File: src/rtl/hex_scroll_ctrl.sv
// ---------------------------------------------------------------------------
// hex_scroll_ctrl
//
// Scrolling message controller for a six-digit seven-segment display.
// A 16-entry nibble buffer holds the message. In RUN, a six-digit window
// slides across the message, one position per step. One step happens every
// (rate_sel+1) base ticks, and one base tick happens every TICK_DIV clocks.
// A message of six nibbles or fewer is shown left-justified and does not move.
//
// Ports
//   clk        : system clock, all state changes on the rising edge
//   reset      : synchronous active-high reset, highest priority
//   wr_en      : write wr_data into buffer[wr_addr] (accepted in any state)
//   wr_addr    : buffer write index (4 bits)
//   wr_data    : nibble to store (4 bits)
//   len        : message length 1..16, sampled when start is accepted
//   rate_sel   : step interval of (rate_sel+1) base ticks, sampled on start
//   start      : begin scrolling (accepted only in IDLE with a legal len)
//   stop       : return to IDLE (wins over start)
//   pause      : toggle between RUN and PAUSE
//   busy       : high while in RUN or PAUSE
//   d0..d5     : nibble for HEX0..HEX5 (HEX5 is the leftmost digit)
//   blank      : bit k high blanks HEXk
//   wrap_pulse : one-cycle pulse after the window position returns to 0
//
// All outputs come straight from registers.
// ---------------------------------------------------------------------------

// Runtime invariants of the scroll controller, kept apart from the datapath.
module hex_scroll_ctrl_chk (
    input  logic       clk,
    input  logic       reset,
    input  logic       busy,
    input  logic       wrap_pulse,
    input  logic [3:0] pos,
    input  logic [4:0] len
);

    // A wrap can only be reported while a scroll is active.
    a_wrap_busy: assert property (@(posedge clk) disable iff (reset)
        wrap_pulse |-> busy);

    // In scrolling mode the window position is always inside the message.
    a_pos_range: assert property (@(posedge clk) disable iff (reset)
        (busy && (len > 5'd6)) |-> ({1'b0, pos} < len));

    // A short message never moves.
    a_static_pos: assert property (@(posedge clk) disable iff (reset)
        (busy && (len <= 5'd6)) |-> (pos == 4'd0));

endmodule

module hex_scroll_ctrl #(
    parameter int TICK_DIV = 25000000,
    parameter int DEPTH    = 16
) (
    input  logic       clk,
    input  logic       reset,
    input  logic       wr_en,
    input  logic [3:0] wr_addr,
    input  logic [3:0] wr_data,
    input  logic [4:0] len,
    input  logic [1:0] rate_sel,
    input  logic       start,
    input  logic       stop,
    input  logic       pause,
    output logic       busy,
    output logic [3:0] d0,
    output logic [3:0] d1,
    output logic [3:0] d2,
    output logic [3:0] d3,
    output logic [3:0] d4,
    output logic [3:0] d5,
    output logic [5:0] blank,
    output logic       wrap_pulse
);

    localparam int PW = (TICK_DIV > 1) ? $clog2(TICK_DIV) : 1;
    localparam logic [PW-1:0] PRESC_MAX = PW'(TICK_DIV - 1);

    typedef enum logic [1:0] {
        ST_IDLE  = 2'd0,
        ST_RUN   = 2'd1,
        ST_PAUSE = 2'd2
    } state_t;

    state_t                 state_r;
    state_t                 state_nxt;
    logic [DEPTH-1:0][3:0]  buf_r;
    logic [4:0]             len_r;
    logic [4:0]             len_nxt;
    logic [1:0]             rate_r;
    logic [1:0]             rate_nxt;
    logic [3:0]             pos_r;
    logic [3:0]             pos_nxt;
    logic [PW-1:0]          presc_r;
    logic [PW-1:0]          presc_nxt;
    logic [1:0]             tick_r;
    logic [1:0]             tick_nxt;
    logic                   wrap_nxt;
    logic                   len_ok_s;
    logic                   start_ok_s;
    logic                   base_tick_s;
    logic                   step_s;
    logic [5:0][3:0]        disp_s;
    logic [5:0]             blank_s;
    logic [5:0][3:0]        d_r;
    logic [5:0]             blank_r;
    logic                   busy_r;
    logic                   wrap_r;

    // Returns {blank, nibble} for digit k given the window position and
    // message length. For long messages the window index wraps around the
    // message; since pos < len and the offset is at most 5 while len > 6,
    // a single conditional subtraction is a full modulo.
    function automatic logic [4:0] disp_nibble(
        input logic [DEPTH-1:0][3:0] b,
        input logic [3:0]            p,
        input logic [4:0]            ln,
        input logic [2:0]            k
    );
        logic [4:0] off;
        logic [4:0] idx;
        logic [4:0] res;
        off = 5'd5 - {2'b00, k};
        idx = {1'b0, p} + off;
        if (ln > 5'd6) begin
            if (idx >= ln) begin
                idx = idx - ln;
            end else begin
                idx = idx;
            end
            res = {1'b0, b[idx[3:0]]};
        end else if (off < ln) begin
            res = {1'b0, b[off[3:0]]};
        end else begin
            res = {1'b1, 4'h0};
        end
        return res;
    endfunction

    assign len_ok_s = (len != 5'd0) && (len <= 5'd16);

    // Next-state logic: stop beats start and pause, start only from IDLE.
    always_comb begin
        state_nxt  = state_r;
        start_ok_s = 1'b0;
        case (state_r)
            ST_IDLE: begin
                if (start && !stop && len_ok_s) begin
                    state_nxt  = ST_RUN;
                    start_ok_s = 1'b1;
                end else begin
                    state_nxt = ST_IDLE;
                end
            end
            ST_RUN: begin
                if (stop) begin
                    state_nxt = ST_IDLE;
                end else if (pause) begin
                    state_nxt = ST_PAUSE;
                end else begin
                    state_nxt = ST_RUN;
                end
            end
            ST_PAUSE: begin
                if (stop) begin
                    state_nxt = ST_IDLE;
                end else if (pause) begin
                    state_nxt = ST_RUN;
                end else begin
                    state_nxt = ST_PAUSE;
                end
            end
            default: begin
                state_nxt = ST_IDLE;
            end
        endcase
    end

    // Prescaler, base-tick counter and window position update.
    always_comb begin
        len_nxt     = len_r;
        rate_nxt    = rate_r;
        pos_nxt     = pos_r;
        presc_nxt   = presc_r;
        tick_nxt    = tick_r;
        wrap_nxt    = 1'b0;
        base_tick_s = 1'b0;
        step_s      = 1'b0;
        if (start_ok_s) begin
            len_nxt   = len;
            rate_nxt  = rate_sel;
            pos_nxt   = 4'd0;
            presc_nxt = '0;
            tick_nxt  = 2'd0;
        end else if (state_r == ST_RUN) begin
            base_tick_s = (presc_r == PRESC_MAX);
            if (base_tick_s) begin
                presc_nxt = '0;
                if (tick_r == rate_r) begin
                    tick_nxt = 2'd0;
                    step_s   = 1'b1;
                end else begin
                    tick_nxt = tick_r + 2'd1;
                end
            end else begin
                presc_nxt = presc_r + PW'(1);
            end
            // Short messages are static: the step is swallowed.
            if (step_s && (len_r > 5'd6)) begin
                if ({1'b0, pos_r} == (len_r - 5'd1)) begin
                    pos_nxt  = 4'd0;
                    // A stop in the same cycle ends the scroll silently.
                    wrap_nxt = (state_nxt != ST_IDLE);
                end else begin
                    pos_nxt = pos_r + 4'd1;
                end
            end else begin
                pos_nxt = pos_r;
            end
        end else begin
            pos_nxt = pos_r;
        end
    end

    // Display image for the coming cycle, read from the buffer before any
    // same-cycle write lands.
    always_comb begin
        disp_s  = '0;
        blank_s = '0;
        for (int k = 0; k < 6; k++) begin
            {blank_s[k], disp_s[k]} = disp_nibble(buf_r, pos_nxt, len_nxt, 3'(k));
        end
    end

    // FSM state register.
    always_ff @(posedge clk) begin
        if (reset) begin
            state_r <= ST_IDLE;
        end else begin
            state_r <= state_nxt;
        end
    end

    // Scroll datapath registers.
    always_ff @(posedge clk) begin
        if (reset) begin
            len_r   <= 5'd0;
            rate_r  <= 2'd0;
            pos_r   <= 4'd0;
            presc_r <= '0;
            tick_r  <= 2'd0;
        end else begin
            len_r   <= len_nxt;
            rate_r  <= rate_nxt;
            pos_r   <= pos_nxt;
            presc_r <= presc_nxt;
            tick_r  <= tick_nxt;
        end
    end

    // Message buffer, writable in every state.
    always_ff @(posedge clk) begin
        if (reset) begin
            buf_r <= '0;
        end else if (wr_en) begin
            buf_r[wr_addr] <= wr_data;
        end else begin
            buf_r <= buf_r;
        end
    end

    // Output registers: idle image, live image in RUN, frozen image in PAUSE.
    always_ff @(posedge clk) begin
        if (reset) begin
            d_r     <= '0;
            blank_r <= 6'h3F;
            busy_r  <= 1'b0;
            wrap_r  <= 1'b0;
        end else begin
            wrap_r <= wrap_nxt;
            if (state_nxt == ST_IDLE) begin
                d_r     <= '0;
                blank_r <= 6'h3F;
                busy_r  <= 1'b0;
            end else if (state_r != ST_PAUSE) begin
                d_r     <= disp_s;
                blank_r <= blank_s;
                busy_r  <= 1'b1;
            end else begin
                d_r     <= d_r;
                blank_r <= blank_r;
                busy_r  <= 1'b1;
            end
        end
    end

    assign busy       = busy_r;
    assign blank      = blank_r;
    assign wrap_pulse = wrap_r;
    assign d0         = d_r[0];
    assign d1         = d_r[1];
    assign d2         = d_r[2];
    assign d3         = d_r[3];
    assign d4         = d_r[4];
    assign d5         = d_r[5];

    hex_scroll_ctrl_chk u_chk (
        .clk        (clk),
        .reset      (reset),
        .busy       (busy_r),
        .wrap_pulse (wrap_r),
        .pos        (pos_r),
        .len        (len_r)
    );

endmodule

File: config.mk
export PLATFORM = sky130hd
export DESIGN_NAME = hex_scroll_ctrl
export DESIGN_NICKNAME = d
export VERILOG_FILES = /design/src/rtl/hex_scroll_ctrl.sv
export SDC_FILE = /design/constraint.sdc
export NUM_CORES = 1
export LEC_CHECK = 0
export CORE_MARGIN = 3
export CORE_UTILIZATION = 40
export DETAILED_ROUTE_END_ITERATION = 10
export PLACE_DENSITY = 0.68
export SYNTH_ARGS = -nofsm -noshare
export SYNTH_HDL_FRONTEND = slang
export SYNTH_SLANG_ARGS = --single-unit
export TNS_END_PERCENT = 50
File: constraint.sdc
create_clock -name clk -period 8.65 [get_ports clk]
set_input_delay 2.1625 -clock clk [delete_from_list [all_inputs] [get_ports clk]]
set_output_delay 2.1625 -clock clk [all_outputs]
set_load 0.005 [all_outputs]
==> impl_metrics.py, run 1 <==
metrics = {
    "logic_synthesis": {
        "synthTopCellsByCount": "mux2i_1, nand2_1, dfxtp_1",
        "ys_async_sr_fraction_pct": 0,
        "syn_area_sq_um": 10700,
        "synth_edf_count": 0,
        "synth-main-ff-cell": "dfxtp_1",
        "synth_most_common_cell": "mux2i_1",
        "yosys_warnings": 0,
        "avgSynthCellArea_sq_um": 8.42,
        "synth.distinct_cells": 91,
        "ys_ff_latch": 136,
        "yosys.area.top_type": "dfxtp_1",
        "synth.area.top_cells": "dfxtp_1, mux2i_1, nand2_1",
        "syn-num-nets": 1331,
        "syn_inst": 1272,
        "synth_top_area_share_pct": 25.4,
        "synth-seq-area-share_pct": 25.4,
    },
    "floorplanning": {
        "ioPinCount": 53,
        "dieHeight_microns": 170,
        "core_sq_um": 26200,
        "die_w_microns": 170,
        "dieArea_sq_um": 28800,
        "initial_core_util_pct": 40.9,
        "rows": 59,
    },
    "timing": {
        "worst_pin_slew_ns": 1.14,
        "rsz0062_at_grt": "false",
        "drv_slew": 0,
        "setup_viol": 0,
        "relSlewSlack_pct": 24.2,
        "worst_hold_slack_ns": 0.486,
        "skew_ns": 0.0202,
        "fmax_ghz": 0.131,
        "period_share_pct": 88.5,
        "hold_violations": 0,
        "final.setup.tns_ns": 0,
        "fin_crit_ns": 7.66,
    },
    "grt": {
        "grt_pass1_wl_mm": 55.3,
        "grt_max_degree": 79,
        "grt_usage_pct": 24.5,
        "grt_overflow": 0,
        "grt_pass1_vias": 9497,
        "antenna_found_initial": 0,
    },
    "power_and_ir_drop": {
        "leakagePower_uw": 0.00493,
        "powerDensity_nw_per_um2": 138,
        "p_seq_share_pct": 39.1,
        "switchingPower_uw": 508,
        "peakVddDrop_mv": 0.109,
        "swShare_pct": 30.6,
        "power_frac_clock_pct": 42.6,
        "pwr-share-comb_pct": 18.3,
        "p_int_uw": 1150,
    },
    "min_path": {
        "holdCritStartpoint": "blank[2]",
        "hold_path.class": "flop to flop",
    },
    "run_status": {
        "status": "finished, final reports clean",
    },
    "cts": {
        "cts_hold_buf": 0,
        "post_cts_buffers": 0,
        "cts.repair.resized": 0,
        "clock_sink_count": 136,
        "cts.clk_slew.worst_paths_ns": 0.06,
        "insertion_delay_ns": 0.44,
        "cts_tree": "yes",
        "cts_buffers": 17,
        "clk_path_buf_depth": 2,
        "root_buffer": "clkbuf_16",
        "htreeDepth": 4,
    },
    "placement": {
        "place.gp.congestion": 1.00,
        "hpwl_mm": 25.2,
        "io_buffers": 52,
    },
    "critical_path": {
        "reg2reg_from": "len_r[0]",
        "crit_path_max_fanout": 17,
        "r2r_setup_slack_ns": 2.27,
        "path_buf_inv": 5,
        "worstSetupStartpointType": "primary input",
        "cp_cell_sequence": "clkdlybuf4s50_1 -> nor4_2 -> xnor2_1 -> nand2_1 -> buf_4 -> a41o_1 -> inv_2 -> ha_1 -> inv_1 -> ha_1 -> nor2b_1 -> a221oi_1 -> o21a_1 -> nor2_1 -> a31oi_4 -> buf_4 -> mux2i_1 -> mux2i_1 -> a22oi_1 -> o211a_1 -> o21ai_1",
        "worstPathRequired_ns": 8.96,
        "endpoint_kind": "flop",
        "critPathKind": "primary input to flop",
        "slowest_delay_ns": 0.59,
        "arrival_ns": 7.96,
        "crit_family": "compound AO/OA/AOI/OAI gates",
        "critical_path.startpoint": "len[0]",
        "slowest_stage": "a31oi_4",
    },
    "route": {
        "routed_wl_mm": 36.0,
        "drc_errors": 0,
        "detail-route-antenna-nets": 0,
        "avgViaCountPerCell": 6.26,
        "drt_pass1_iterations": 6,
        "drt_iter0_drc": 1131,
        "via_count": 10210,
        "avgRoutedWirePerCell_microns": 22.0,
    },
    "final_layout": {
        "seq_area_sq_um": 2720,
        "antenna_cells": 0,
        "area_growth_pct": 12.4,
        "fill_cells": 2521,
        "nets": 1344,
        "drive_gt1_share_pct": 9.49,
        "multi_input_area_sq_um": 7580,
    },
    "flow_run": {
        "max-cap-violations": 0,
    },
}
-- cell type report --
type	count	area share [%]
Multi-Input combinational cell	1029	63.0
Clock buffer	19	3.68
Timing Repair Buffer	71	5.47
Sequential cell	136	22.6
Tap cell	335	3.48
Clock inverter	11	0.842
Inverter	30	0.936
-- flip-flops by register name (all words and copies together), names as in the netlist --
signal	count
buf_r	64
presc_r	25
blank	6
len_r	5
d0	4
d1	4
d2	4
d3	4
d4	4
d5	4
pos_r	4
rate_r	2
state_r	2
tick_r	2
busy	1
wrap_pulse	1
-- power groups by stage --
| stage | sequential (uW) | combinational, uW | clock, uW |
|---|---|---|---|
| after detailed placement | 661 | 296 | 0 |
| after global placement | 661 | 292 | 0 |
| final | 648 | 304 | 707 |
| after CTS | 647 | 298 | 708 |
| after floorplan | 652 | 229 | 0 |
| after global routing | 648 | 326 | 731 |
-- worst paths after layout --
| kind | end | cells after the start |
|---|---|---|
| setup / recovery | d3[2] | 21 |
| hold / removal | blank[2] | 2 |
| setup reg to reg | d3[2] | 22 |
| hold reg to reg | blank[2] | 2 |
-- cells by family (layout without fill, tap and decap cells) --
kind of cell	count (synthesis)	in the layout	share of synthesized area (%)
XOR/XNOR	50	50	4.30
multiplexers	267	267	26.5
adder cells (fa/ha/maj)	38	38	4.72
flip-flops	136	136	25.4
AO/OA/AOI/OAI	242	242	15.9
AND/OR/NAND/NOR	432	432	18.8
buffers and inverters	107	131	4.31
-- metal layers --
metal | up-vias | routed length (microns) | GRT usage (%)
met5 | - | 0 | 0
met4 | 0 | 1850 | 11.7
met3 | 131 | 3130 | 5.19
met2 | 512 | 15800 | 38.7
met1 | 4904 | 15100 | 32.0
li1 | 4663 | - | -
-- stage by stage --
| stage | util [%] | area [sq um] | setup WS [ns] | power [uW] | cells |
|---|---|---|---|---|---|
| global placement | 43.9 | 11500 | 0.887 | 953 | 1601 |
| detailed placement | 43.9 | 11500 | 0.633 | 957 | 1601 |
| finish | 45.9 | 12000 | 0.995 | 1660 | 1631 |
| global route | 45.9 | 12000 | 0.460 | 1700 | 1631 |
| CTS | 45.9 | 12000 | 1.06 | 1650 | 1631 |
| floorplan | - | 10700 | 1.81 | 881 | 1272 |
-- layout by cell type (no fill, tap or decap), types with 26 or more instances in the layout --
cell,synthesis,routed
a21oi_1,46,46
clkdlybuf4s50_1,0,51
dfxtp_1,136,136
ha_1,34,34
inv_1,26,26
mux2_2,34,34
mux2i_1,214,209
nand2_1,150,150
nand3_1,48,48
nor2_1,133,133
o211ai_1,28,28
o21ai_0,33,33
xor2_1,27,27
-- tightest hold or removal path, stage by stage (launching register included) --
cell and delay [ns]:
dfxtp_1 0.32, nand2_1 0.05, o211ai_1 0.08
Power figures use the tool's default switching activity.
==> run 2, diff against run 1 <==
--- a/config.mk
+++ b/config.mk
@@ -5,10 +5,12 @@
 export SDC_FILE = /design/constraint.sdc
 export NUM_CORES = 1
 export LEC_CHECK = 0
+export CELL_PAD_IN_SITES_DETAIL_PLACEMENT = 1
+export CELL_PAD_IN_SITES_GLOBAL_PLACEMENT = 1
 export CORE_MARGIN = 3
 export CORE_UTILIZATION = 40
 export DETAILED_ROUTE_END_ITERATION = 10
-export PLACE_DENSITY = 0.68
+export PLACE_DENSITY = 0.82
 export SYNTH_ARGS = -nofsm -noshare
 export SYNTH_HDL_FRONTEND = slang
 export SYNTH_SLANG_ARGS = --single-unit
==> run 2 against run 1 <==
  * Cell area up 0.48%
  * Die area is the same
  * Largest cell class unchanged
  * Power rose by 4.9%
  * Via count is 3.0% higher
  * Critical endpoint is now d3[3]
  * Sequential share of layout area decreased by 0.11 points
  * Final cell count about the same
  * Register-to-register slack worse by 0.11 ns
  * Clock power is 11% higher
  * Clock skew decreased by 0.0048 ns
  * Sequential power barely moved
==> impl_metrics.py, run 2 (synthesized netlist as in run 1, its figures left out) <==
metrics = {
    "cts": {
        "cts_hold_buf": 0,
        "htreeDepth": 4,
        "clk_path_buf_depth": 2,
        "post_cts_buffers": 0,
        "cts.clk_slew.worst_paths_ns": 0.06,
        "insertion_delay_ns": 0.45,
        "cts_buffers": 17,
        "cts_tree": "yes",
        "cts.repair.resized": 0,
        "clock_sink_count": 136,
        "root_buffer": "clkbuf_16",
    },
    "route": {
        "detail-route-antenna-nets": 0,
        "avgViaCountPerCell": 6.44,
        "drt_iter0_drc": 926,
        "via_count": 10517,
        "routed_wl_mm": 40.8,
        "avgRoutedWirePerCell_microns": 25.0,
        "drc_errors": 0,
        "drt_pass1_iterations": 8,
    },
    "timing": {
        "rsz0062_at_grt": "false",
        "final.setup.tns_ns": 0,
        "worst_pin_slew_ns": 1.04,
        "setup_viol": 0,
        "fin_crit_ns": 7.76,
        "setup_ws_ns": 0.888,
        "skew_ns": 0.0154,
        "period_share_pct": 89.7,
        "drv_slew": 0,
        "hold_violations": 0,
        "relSlewSlack_pct": 30.9,
        "fmax_ghz": 0.129,
    },
    "critical_path": {
        "endpoint_kind": "flop",
        "reg2reg_from": "len_r[0]",
        "crit_path_max_fanout": 32,
        "slowest_delay_ns": 0.49,
        "worstSetupStartpointType": "primary input",
        "slowest_stage": "nor4_2",
        "r2r_setup_slack_ns": 2.16,
        "critPathKind": "primary input to flop",
        "r2r-end": "d3[3]",
        "worstPathRequired_ns": 8.97,
        "arrival_ns": 8.08,
        "cp_cell_sequence": "clkdlybuf4s50_1 -> nor4_2 -> xnor2_1 -> nand2_1 -> a32o_1 -> a41o_1 -> inv_2 -> ha_1 -> inv_1 -> ha_1 -> nor2b_1 -> a221oi_1 -> o21a_1 -> nor2_1 -> a31oi_4 -> buf_4 -> mux2_2 -> nand2_1 -> o21ai_0 -> a211oi_1 -> o21ai_1",
        "worstRegToRegCells": 22,
    },
    "grt": {
        "grt_usage_pct": 28.2,
        "grt_pass1_vias": 10685,
        "top_usage_layer": "met2",
        "antenna_found_initial": 0,
        "grt_pass1_wl_mm": 62.9,
        "met3_usage_pct": 5.57,
        "grt_max_degree": 79,
        "grt_overflow": 0,
        "use_met1_pct": 34.7,
        "met2_usage_pct": 46.7,
    },
    "min_path": {
        "worstHoldEndpoint": "blank[3]",
        "holdPathStages": 2,
        "hold_path.class": "flop to flop",
        "holdCritStartpoint": "blank[3]",
    },
    "final_layout": {
        "seq_area_sq_um": 2720,
        "largest_register_ffs": 64,
        "layout_common_cells": "mux2i_1, nand2_1, dfxtp_1",
        "area_growth_pct": 12.9,
        "nets": 1343,
        "final_common_cell": "mux2i_1",
        "top_register": "buf_r",
        "drive_gt1_share_pct": 9.64,
        "fill_cells": 3072,
        "antenna_cells": 0,
        "multi_input_area_sq_um": 7580,
    },
    "placement": {
        "io_buffers": 52,
        "place.gp.congestion": 0.957,
        "place_ws_ns": 0.524,
        "hpwl_mm": 28.4,
    },
    "floorplanning": {
        "rows": 59,
        "dieHeight_microns": 170,
        "initial_core_util_pct": 40.9,
        "die_w_microns": 170,
        "dieArea_sq_um": 28800,
        "core_sq_um": 26200,
        "ioPinCount": 53,
    },
    "power_and_ir_drop": {
        "peakVddDrop_mv": 0.0935,
        "powerDensity_nw_per_um2": 144,
        "leakagePower_uw": 0.00496,
    },
    "flow_run": {
        "max-cap-violations": 0,
    },
    "run_status": {
        "status": "finished, final reports clean",
    },
}
-- run 2: final cells by class --
cell class,instances,share of cell area [%]
clock inverters,15,1.52
inverters,30,0.931
flip-flops and latches,136,22.5
repair buffers,70,5.38
multi-input cells,1029,62.7
clock buffers,17,3.52
well taps,335,3.47
-- run 2: worst max-delay path by stage --
| stage | depth (start not counted) | start | endpoint |
|---|---|---|---|
| final | 21 | len[0] | d3[3] |
| after global routing | 21 | len[0] | d3[3] |
| after CTS | 21 | len[0] | d3[3] |
| after detailed placement | 21 | len[0] | d3[3] |
| after global placement | 21 | len[0] | d3[3] |
| after floorplan | 20 | len[0] | d0[2] |
-- run 2: stage by stage --
stage	hold WS, ns	utilization (%)	power [uW]	area, sq um	instances
4_1_cts	0.475	46.1	1730	12100	1632
2_1_floorplan	0.461	-	881	10700	1272
3_5_place_dp	0.462	43.8	961	11500	1600
5_1_grt	0.502	46.1	1790	12100	1632
6_report	0.468	46.1	1740	12100	1632
3_3_place_gp	0.456	43.8	952	11500	1600
-- run 2: layer usage --
layer  vias to the layer above  routed length [microns]
met5                         -                        0
met1                      5224                    16400
met3                       170                     2770
li1                       4668                        -
met2                       455                    19300
met4                         0                     2260
-- run 2: critical path: cells and delay by family --
family                     cells  cell delay (ns)
AOI/OAI and AO/OA              8             2.13
adders and majority gates      2             0.79
buffers and inverters          4             1.11
and+or+nand+nor                5             1.22
xor gates and xnor gates       1             0.25
muxes                          1             0.40
-- run 2: report_power, final --
group	switching (uW)	internal (uW)	total, uW
clock network	346	438	784
registers	17.3	632	649
logic	188	118	306
